`src/rtl/ptw_mem_responder.sv`:
```
// ptw_mem_responder: serves page-table walker PTE reads over a
// simple req/gnt/rvalid memory port, one read in flight at a time.

package ptw_pkg;

    localparam int SIZE_VADDR = 39;

    typedef struct packed {
        logic                  valid;
        logic [SIZE_VADDR:0]   addr;
        logic [4:0]            cmd;
        logic [3:0]            typ;
        logic                  phys;
        logic                  kill;
    } ptw_dmem_req_t;

    typedef struct packed {
        ptw_dmem_req_t req;
    } ptw_dmem_comm_t;

    typedef struct packed {
        logic        valid;
        logic        nack;
        logic        replay;
        logic [63:0] data;
    } dmem_ptw_resp_t;

    typedef struct packed {
        logic           dmem_ready;
        dmem_ptw_resp_t resp;
    } dmem_ptw_comm_t;

endpackage

module ptw_mem_responder
    import ptw_pkg::*;
#(
    parameter int TIMEOUT_CYCLES = 255,
    parameter int PADDR_W        = SIZE_VADDR + 1
) (
    input  logic               clk_i,
    input  logic               rst_i,
    input  ptw_dmem_comm_t     ptw_dmem_comm_i,
    output dmem_ptw_comm_t     dmem_ptw_comm_o,
    output logic               mem_req_o,
    output logic [PADDR_W-1:0] mem_addr_o,
    input  logic               mem_gnt_i,
    input  logic               mem_rvalid_i,
    input  logic [63:0]        mem_rdata_i,
    input  logic               mem_rerr_i
);

    typedef enum logic [2:0] {
        S_IDLE,
        S_ISSUE,
        S_WAIT,
        S_RESP,
        S_NACK
    } state_t;

    localparam logic [15:0] CNT_LAST = 16'(TIMEOUT_CYCLES - 1);

    state_t               state_q, state_d;
    logic                 drain_q, drain_d;
    logic [15:0]          cnt_q, cnt_d;
    logic [63:0]          data_q, data_d;
    logic [PADDR_W-1:0]   addr_q, addr_d;
    logic                 req_legal;

    // Legality is judged on exactly the fields captured at acceptance,
    // so the illegal case can nack on the very next cycle.
    assign req_legal = (ptw_dmem_comm_i.req.cmd == 5'b00000)
                     && (ptw_dmem_comm_i.req.typ == 4'b0011)
                     && (ptw_dmem_comm_i.req.addr[2:0] == 3'b000)
                     && ptw_dmem_comm_i.req.phys
                     && !ptw_dmem_comm_i.req.kill;

    // State, drain flag, timeout counter and capture registers.
    always_ff @(posedge clk_i or posedge rst_i) begin
        if (rst_i) begin
            state_q <= S_IDLE;
            drain_q <= 1'b0;
            cnt_q   <= '0;
            data_q  <= '0;
            addr_q  <= '0;
        end else begin
            state_q <= state_d;
            drain_q <= drain_d;
            cnt_q   <= cnt_d;
            data_q  <= data_d;
            addr_q  <= addr_d;
        end
    end

    // Next-state: a timed-out read leaves one beat outstanding, which
    // drain_q swallows wherever it turns up.
    always_comb begin
        state_d = state_q;
        drain_d = drain_q;
        cnt_d   = cnt_q;
        data_d  = data_q;
        addr_d  = addr_q;

        if (mem_rvalid_i && drain_q) begin
            drain_d = 1'b0;
        end

        unique case (state_q)
            S_IDLE: begin
                if (ptw_dmem_comm_i.req.valid) begin
                    addr_d  = PADDR_W'(ptw_dmem_comm_i.req.addr);
                    state_d = req_legal ? S_ISSUE : S_NACK;
                end
            end
            S_ISSUE: begin
                if (mem_gnt_i) begin
                    cnt_d   = '0;
                    state_d = S_WAIT;
                end
            end
            S_WAIT: begin
                cnt_d = cnt_q + 16'd1;
                if (mem_rvalid_i && !drain_q) begin
                    if (mem_rerr_i) begin
                        state_d = S_NACK;
                    end else begin
                        data_d  = mem_rdata_i;
                        state_d = S_RESP;
                    end
                end else if (!mem_rvalid_i && (cnt_q >= CNT_LAST)) begin
                    drain_d = 1'b1;
                    state_d = S_NACK;
                end
            end
            S_RESP: state_d = S_IDLE;
            S_NACK: state_d = S_IDLE;
            default: state_d = S_IDLE;
        endcase
    end

    // Walker-facing outputs come from state and registers only.
    always_comb begin
        dmem_ptw_comm_o            = '0;
        dmem_ptw_comm_o.dmem_ready = (state_q == S_IDLE);
        dmem_ptw_comm_o.resp.valid = (state_q == S_RESP);
        dmem_ptw_comm_o.resp.nack  = (state_q == S_NACK);
        dmem_ptw_comm_o.resp.data  = (state_q == S_RESP) ? data_q : '0;
    end

    assign mem_req_o  = (state_q == S_ISSUE);
    assign mem_addr_o = {addr_q[PADDR_W-1:3], 3'b000};

endmodule

```
`config.mk`:
```
export PLATFORM = sky130hd
export DESIGN_NAME = ptw_mem_responder
export DESIGN_NICKNAME = d
export VERILOG_FILES = /design/src/rtl/ptw_mem_responder.sv
export SDC_FILE = /design/constraint.sdc
export NUM_CORES = 1
export LEC_CHECK = 0
export ABC_AREA = 1
export CAP_MARGIN = 20
export CORE_MARGIN = 8
export CORE_UTILIZATION = 48
export CTS_BUF_LIST = sky130_fd_sc_hd__clkbuf_4
export DETAILED_ROUTE_END_ITERATION = 6
export GPL_TIMING_DRIVEN = 0
export MAX_ROUTING_LAYER = met4
export PLACE_DENSITY_LB_ADDON = 0.15
export SLEW_MARGIN = 40
export SYNTH_ARGS = -nofsm -noshare
export SYNTH_HDL_FRONTEND = slang
export SYNTH_SLANG_ARGS = --single-unit
```
`constraint.sdc`:
```
create_clock -name clk_i -period 5.5 [get_ports clk_i]
set_input_delay 0.825 -clock clk_i [delete_from_list [all_inputs] [get_ports clk_i]]
set_output_delay 0.825 -clock clk_i [all_outputs]
set_load 0.01 [all_outputs]
```
* Word level (Yosys, flattened, before mapping) *
Index checks and enable logic that the tools add are counted.

storage, ports and cells
  logic and storage cells = 48
  bits in read-only memories = 0
  bits in writable memories = 0
  memories = 0
  bits of input ports = 121
  bits in latches = 0
  flip-flop bits (word level) = 124

cells by class
  shift operators = 0
  $lt $le $gt $ge = 1
  add/subtract/negate cells = 1
  reduce and logical (&&, ||, !) cells = 18
  bitwise logic cells = 1
  div/mod/pow operators = 0
  multiplexer cells = 14
  $mul = 0
  equality and inequality tests = 8

operator list
  operator                 count
  $mux W64                 1
  $pmux W16 S2             1
  $mux W3                  6
  $add A16 B1 Y16 const B  1
  $ge A16 B8 Y1 const B    1
  $mux W16                 1
  $pmux W3 S3              1
  $logic_and A1 B1 Y1      7
  $eq A3 B2 Y1 const B     2
  $logic_not A3 Y1         2
  $reduce_and A3 Y1        2
  $logic_not A5 Y1         1
  $eq A4 B2 Y1 const B     1
  $mux W1                  4
  $reduce_and A2 Y1        2
  $eq A3 B1 Y1 const B     1
  $eq A3 B3 Y1 const B     1
  $logic_not A1 Y1         3
  $ne A3 B3 Y1 const B     1
  $ne A2 B1 Y1 const B     1
  $ne A2 B2 Y1 const B     1
  $reduce_bool A2 Y1       1
  $not A1 Y1               1

* Logic depth before layout (Yosys ltp) *
Gate-level depths: netlist of run 1.

  depth after elaboration = 8
  gate-level depth with buffers = 10
  mapped depth without buffers = 10

* Worst setup path before layout of run 1 *
No wires, ideal clock.

  kind = register to output
  start point = register state_q[1]
  end point = output dmem_ptw_comm_o[10] (netlist name)
  data arrival time = 1.456 ns
  setup slack = 3.219 ns
  path buffers = 1
  cell stages (with the launch flop) = 6
  cells stage by stage = dfrtp_1 > inv_2 > nor3_1 > inv_2 > buf_6 > nor2_1

RTL lines
  item                    RTL line  RTL
  from (decl)             63        state_t state_q, state_d;
  from (signal assigned)  87        state_q <= state_d;
  to (decl)               44        output dmem_ptw_comm_t dmem_ptw_comm_o,

==> results.cfg, run 1 <==
[cts]
cts_max_level = 4
worstSkewPairLatency_ns = 0.52
cts_hold_buf = 0
cts_tree = done
cts_buffers = 17
clkTransAtPathRegs_ns = 0.10
cts_resized = 0
post_cts_buffers = 0
cts.sinks = 121
cts_buffer_depth = 2
cts_root_buf = clkbuf_4

[detailed_routing]
ant_nets = 0
vias = 4986
dr.pass1.iters = 4
drc = 0
routed_wl_um = 16700
avgRoutedWirePerCell_um = 16.5
vias_per_cell = 4.90
drtIter0Drc = 296

[worst_setup_path]
crit_required_ns = 4.68
r2r-start = state_q[1]$_DFFE_PP0P_
critPathMaxStageDelay_ns = 0.57
crit_top_cell = inv_2
cp-end-kind = output pin
critical_path_peak_fanout = 10
reg2reg_to = addr_q[31]$_DFFE_PP0P_
reg2regPathDepth = 4
critPathKind = reg -> out
arrival_ns = 2.60
cp-startpoint = state_q[1]$_DFFE_PP0P_
cp_slowest_cell = clkdlybuf4s50_1
reg2reg_slack_ns = 3.85
start_kind = flip-flop
path_cells = inv_2 -> nor3_1 -> inv_2 -> buf_6 -> nor2_1 -> clkdlybuf4s50_1

[synth]
synth_top_area_share_pct = 53.8
synth.area.top_cells = dfrtp_1, nor2_1, mux2_4
syn-mean-instance-area_um2 = 9.16
yosysSeqAreaShare_pct = 53.8
synth.distinct_cells = 33
synth-seq-cells = 121
synth_warnings = 0
yosysTopAreaCell = dfrtp_1
syn_inst = 614
synth_area_um2 = 5620

[sta]
fin_setup_tns_ns = 0
final.min_clock_period_ns = 3.42
setup_viol = 0
rsz0062_at_grt = no
fmax_mhz = 292
finalCritPeriodShare_pct = 62.2
slew_viol_final = 0
clock_skew_ns = 0.0146
report.final.hold_viol_count = 0

[global_route]
antenna_found_initial = 0
track_usage_pct = 22.1
grt_max_degree = 65
grt_pass1_vias = 5251
grt_pass1_wl_um = 26800
grt_overflow = 0

[placed_design]
dp_hpwl_um = 13100
port_buffers = 225
place.gp.congestion = 0.879
dp.cells = 986

[run_status]
outcome = completed

[hold_path]
hold_class = reg -> reg
holdPathStages = 1
min_to = addr_q[38]$_DFFE_PP0P_
hold_start = addr_q[38]$_DFFE_PP0P_

[pwr]
finalPower_w = 0.00268
p_per_area_nw_per_um2 = 320
ir_drop_mv = 0.335
power.leakage_nw = 4.15

[floorplan]
die_h_um = 124
die_area_um2 = 15400
die_w_um = 124
placementRows = 39
initial_utilization_pct = 49.2
core_area_um2 = 11400
io-pin-count = 230

[finish]
fillers = 866
nets = 985
fin_cells = 1018
layout-drive-gt1-share_pct = 12.1
area.growth.synth_to_final_pct = 49.2

[flow_run]
maxCapViolCount = 0
-- critical path: cells and delay by family, from the launching register on --
family                 cells  cell delay (ns)
flip-flops                 1             0.49
AND/OR/NAND/NOR            2             0.49
buffers and inverters      4             1.09
-- cells by family after synthesis --
kind of cell               after synthesis  share of synthesized area [%]
and+or+nand+nor                        242                           17.9
DFF                                    121                           53.8
buffers and inverters                  120                           9.84
AOI/OAI and AO/OA                       89                           8.14
muxes                                   37                           9.41
adders and majority gates                2                          0.445
xor gates and xnor gates                 2                          0.312
other                                    1                         0.0667
-- flip-flops by register name, indices dropped and copies added (netlist names) --
name     cells
drain_q      1
data_q      64
addr_q      37
cnt_q       16
state_q      3
-- per-layer routing --
layer	up-vias	part of all wire (%)	global-route usage [%]
met2	213	49	36.0
met1	2327	41	24.6
met5	-	0	-
met3	40	6.5	6.68
met4	0	3.2	9.99
li1	2406	-	-
-- layout by cell type, fill, tap and decap left out, types with 2 or more instances in the layout --
cell type	synthesis	layout
dfrtp_1	121	121
nor2_1	162	162
buf_4	5	5
conb_1	1	4
bufinv_16	0	3
mux2_4	30	30
ha_1	2	2
inv_1	89	88
o21ai_0	15	15
inv_2	3	3
clkinv_1	0	2
nand3_1	14	14
clkdlybuf4s50_1	0	225
buf_6	9	9
buf_2	13	13
nand2_1	51	51
clkinvlp_4	0	2
xor2_1	2	2
nor3_4	3	3
mux2_2	7	7
a21oi_1	69	69
clkbuf_4	0	21
clkinv_2	0	3
nor3_1	2	2
nand4_1	2	2
-- per-stage QoR --
stage                     util (%)  hold slack [ns]  worst slack, ns  cell area [um2]
final                         73.5            0.518             2.08             8390
after global routing          73.4            0.529             1.91             8390
after CTS                     73.4            0.520             2.00             8390
after detailed placement      70.9            0.494             2.59             8100
after global placement        70.6            0.489           -0.182             8070
after floorplan                  -            0.476             1.46             5630
-- worst max path at each step --
stage,cells past startpoint,to
2_1_floorplan,1,addr_q[10]$_DFFE_PP0P_
3_3_place_gp,2,data_q[12]$_DFFE_PP0P_
3_5_place_dp,6,dmem_ptw_comm_o[14]
4_1_cts,6,dmem_ptw_comm_o[14]
5_1_grt,6,dmem_ptw_comm_o[14]
6_report,6,dmem_ptw_comm_o[14]
-- layout make-up --
cell class,count,area (um2),area share [%]
Clock buffer,21,158,1.88
Sequential cell,121,3030,36.1
Clock inverter,10,128,1.52
Timing Repair Buffer,226,2280,27.2
Antenna cell,1,2.50,0.0298
Tap cell,143,179,2.13
Multi-Input combinational cell,376,2050,24.5
Buffer,28,208,2.48
Inverter,92,353,4.21
-- synthesized netlist by cell type, drive strengths merged --
cell    count
nand4       3
clkbuf      1
inv        92
a22oi       1
a21oi      69
xor2        2
o21ai      15
o32ai       1
and2        1
mux2       37
dfrtp     121
or2         1
nor3        6
o21bai      1
nand2      53
nand3      14
a21boi      1
o22ai       1
conb        1
nand3b      1
buf        27
ha          2
nor3b       1
nor2      162
-- power breakdown --
| part | switching, W | leakage [nW] | internal, W |
|---|---|---|---|
| registers | 0.000110 | 1.28 | 0.00106 |
| logic | 0.000311 | 2.72 | 0.000548 |
| clock network | 0.000320 | 0.154 | 0.000328 |
| total | 0.000741 | 4.15 | 0.00194 |
Note: power is estimated with default switching activity, not from simulation.
==> run 2, diff against run 1 <==
Settings changed: CORE_UTILIZATION 48 to 45.
Clock period 5.5 ns to 3.37 ns, I/O delays scaled along.
==> results.cfg, run 2 (synthesis results as in run 1) <==
[worst_setup_path]
critPathMaxStageDelay_ns = 0.60
cp.depth = 6
reg2regPathDepth = 4
arrival_ns = 2.55
cp.buffers_inverters = 4
reg2reg_slack_ns = 1.71
critical_path_peak_fanout = 10
reg2reg_to = addr_q[28]$_DFFE_PP0P_
path_cells = inv_2 -> nor3_2 -> inv_2 -> buf_6 -> nor2_1 -> clkdlybuf4s50_1
cp-startpoint = state_q[1]$_DFFE_PP0P_
cp_slowest_cell = clkdlybuf4s50_1
crit_top_cell = inv_2
crit_required_ns = 2.86
cp-end-kind = output pin
critPathKind = reg -> out
r2r-start = state_q[1]$_DFFE_PP0P_
critPathCapture = dmem_ptw_comm_o[45]
start_kind = flip-flop
cpLargestDelayFamily = buffers and inverters

[detailed_routing]
avgRoutedWirePerCell_um = 15.5
dr.pass1.iters = 5
drc = 0
ant_nets = 0
vias = 4957
drtIter0Drc = 243
vias_per_cell = 4.72
routed_wl_um = 16300

[cts]
cts_root_buf = clkbuf_4
cts_buffers = 17
cts_resized = 0
cts_buffer_depth = 2
clkTransAtPathRegs_ns = 0.10
cts_tree = done
cts_max_level = 4
worstSkewPairLatency_ns = 0.54
cts.sinks = 121
post_cts_buffers = 0
cts_hold_buf = 0

[global_route]
grt_pass1_wl_um = 26000
grt_overflow = 0
track_usage_pct = 21.1
grt_pass1_vias = 5279
grt_max_degree = 26
antenna_found_initial = 0

[pwr]
power.leakage_nw = 4.20
ir_drop_mv = 0.487
p_per_area_nw_per_um2 = 523

[finish]
reg.largest.list = data_q: 64 flops, addr_q: 37 flops, cnt_q: 16 flops
nets = 989
antennaDiodeCount = 0
regArea_um2 = 3030
area.growth.synth_to_final_pct = 51.9
mostFrequentLayoutCells = clkdlybuf4s50_1, nor2_1, dfrtp_1
fillers = 1008
regMostFlops = data_q
largest_reg_flops = 64
fin_cells = 1051
layout-drive-gt1-share_pct = 12.7
finish.utilization_pct = 68.8
multi_input_area_um2 = 2060
layout_commonest_cell = clkdlybuf4s50_1

[sta]
rsz0062_at_grt = no
fmax_mhz = 327
slew_viol_final = 0
setup_viol = 0
final.min_clock_period_ns = 3.05
fin_setup_tns_ns = 0
finalCritPeriodShare_pct = 90.6
report.final.hold_viol_count = 0
clock_skew_ns = 0.00901

[floorplan]
io-pin-count = 230
placementRows = 41
die_h_um = 128
die_area_um2 = 16300
die_w_um = 128
initial_utilization_pct = 45.3
core_area_um2 = 12400

[run_status]
outcome = completed

[hold_path]
hold_class = in -> async

[placed_design]
dp_hpwl_um = 12900
port_buffers = 225
dp.cells = 1019
place.gp.congestion = 0.904

[flow_run]
maxCapViolCount = 0
run 2: changes by cell type in the layout (fill, tap and decap cells not counted), sizes merged:
cell    delta
diode      -1
clkbuf     +1
bufinv     +1
buf        +4
inv        -1
run 2: worst min-delay path by stage:
stage	end	slack, ns	cells after the start	start
after detailed placement	addr_q[37]$_DFFE_PP0P_	0.49	1	addr_q[37]$_DFFE_PP0P_
after global routing	addr_q[12]$_DFFE_PP0P_	0.18	2	rst_i
final	addr_q[17]$_DFFE_PP0P_	0.22	2	rst_i
after global placement	addr_q[38]$_DFFE_PP0P_	0.49	1	addr_q[38]$_DFFE_PP0P_
after CTS	addr_q[17]$_DFFE_PP0P_	0.18	2	rst_i
after floorplan	cnt_q[9]$_DFFE_PP0P_	0.48	1	cnt_q[9]$_DFFE_PP0P_
run 2: report_power, final:
group / switching, W / leakage, nW / internal (W) / total [W]
Sequential: 0.000181 / 1.28 / 0.00174 / 0.00192
Clock: 0.000511 / 0.173 / 0.000621 / 0.00113
Combinational: 0.000509 / 2.75 / 0.000905 / 0.00141
Total: 0.00120 / 4.20 / 0.00326 / 0.00446
run 2: layout make-up:
type	count	area share (%)
tap	172	2.52
clock buffer	22	1.93
inverter	92	4.09
multi-input combinational	376	24.1
clock inverter	10	1.76
sequential	121	35.5
buffer	28	2.43
timing repair buffer	230	27.7
run 2: per-stage QoR:
stage / instance area, um2 / hold WS [ns] / power [W] / setup slack (ns)
global route: 8540 / 0.184 / 0.00472 / 0.142
detailed placement: 8220 / 0.493 / 0.00337 / 0.744
CTS: 8540 / 0.181 / 0.00453 / 0.113
floorplan: 5640 / 0.476 / 0.00257 / 1.38
finish: 8540 / 0.224 / 0.00446 / 0.316
global placement: 8110 / 0.486 / 0.00331 / 0.261
run 2: per-layer routing:
layer	wire length, um	global-route usage [%]
met1	6350	22.3
met2	8030	34.2
met3	1390	8.44
met4	534	9.51
met5	0	-
==> run 3, diff against run 2 <==
==> constraint.sdc (replaced) <==
create_clock -name clk_i -period 3.37 [get_ports clk_i]
set_input_delay 0.5055 -clock clk_i [delete_from_list [all_inputs] [get_ports clk_i]]
set_output_delay 0.5055 -clock clk_i [all_outputs]
set_load 0.02 [all_outputs]
==> results of run 3 <==
The final DEF is identical to that of run 2. Status: completed.
Among the figures that moved: setup slack after placement 0.744 ns -> 0.677 ns; setup slack after layout 0.316 ns -> 0.248 ns; total power 0.00446 W -> 0.00465 W; worst IR drop on VDD 0.487 mV -> 0.532 mV
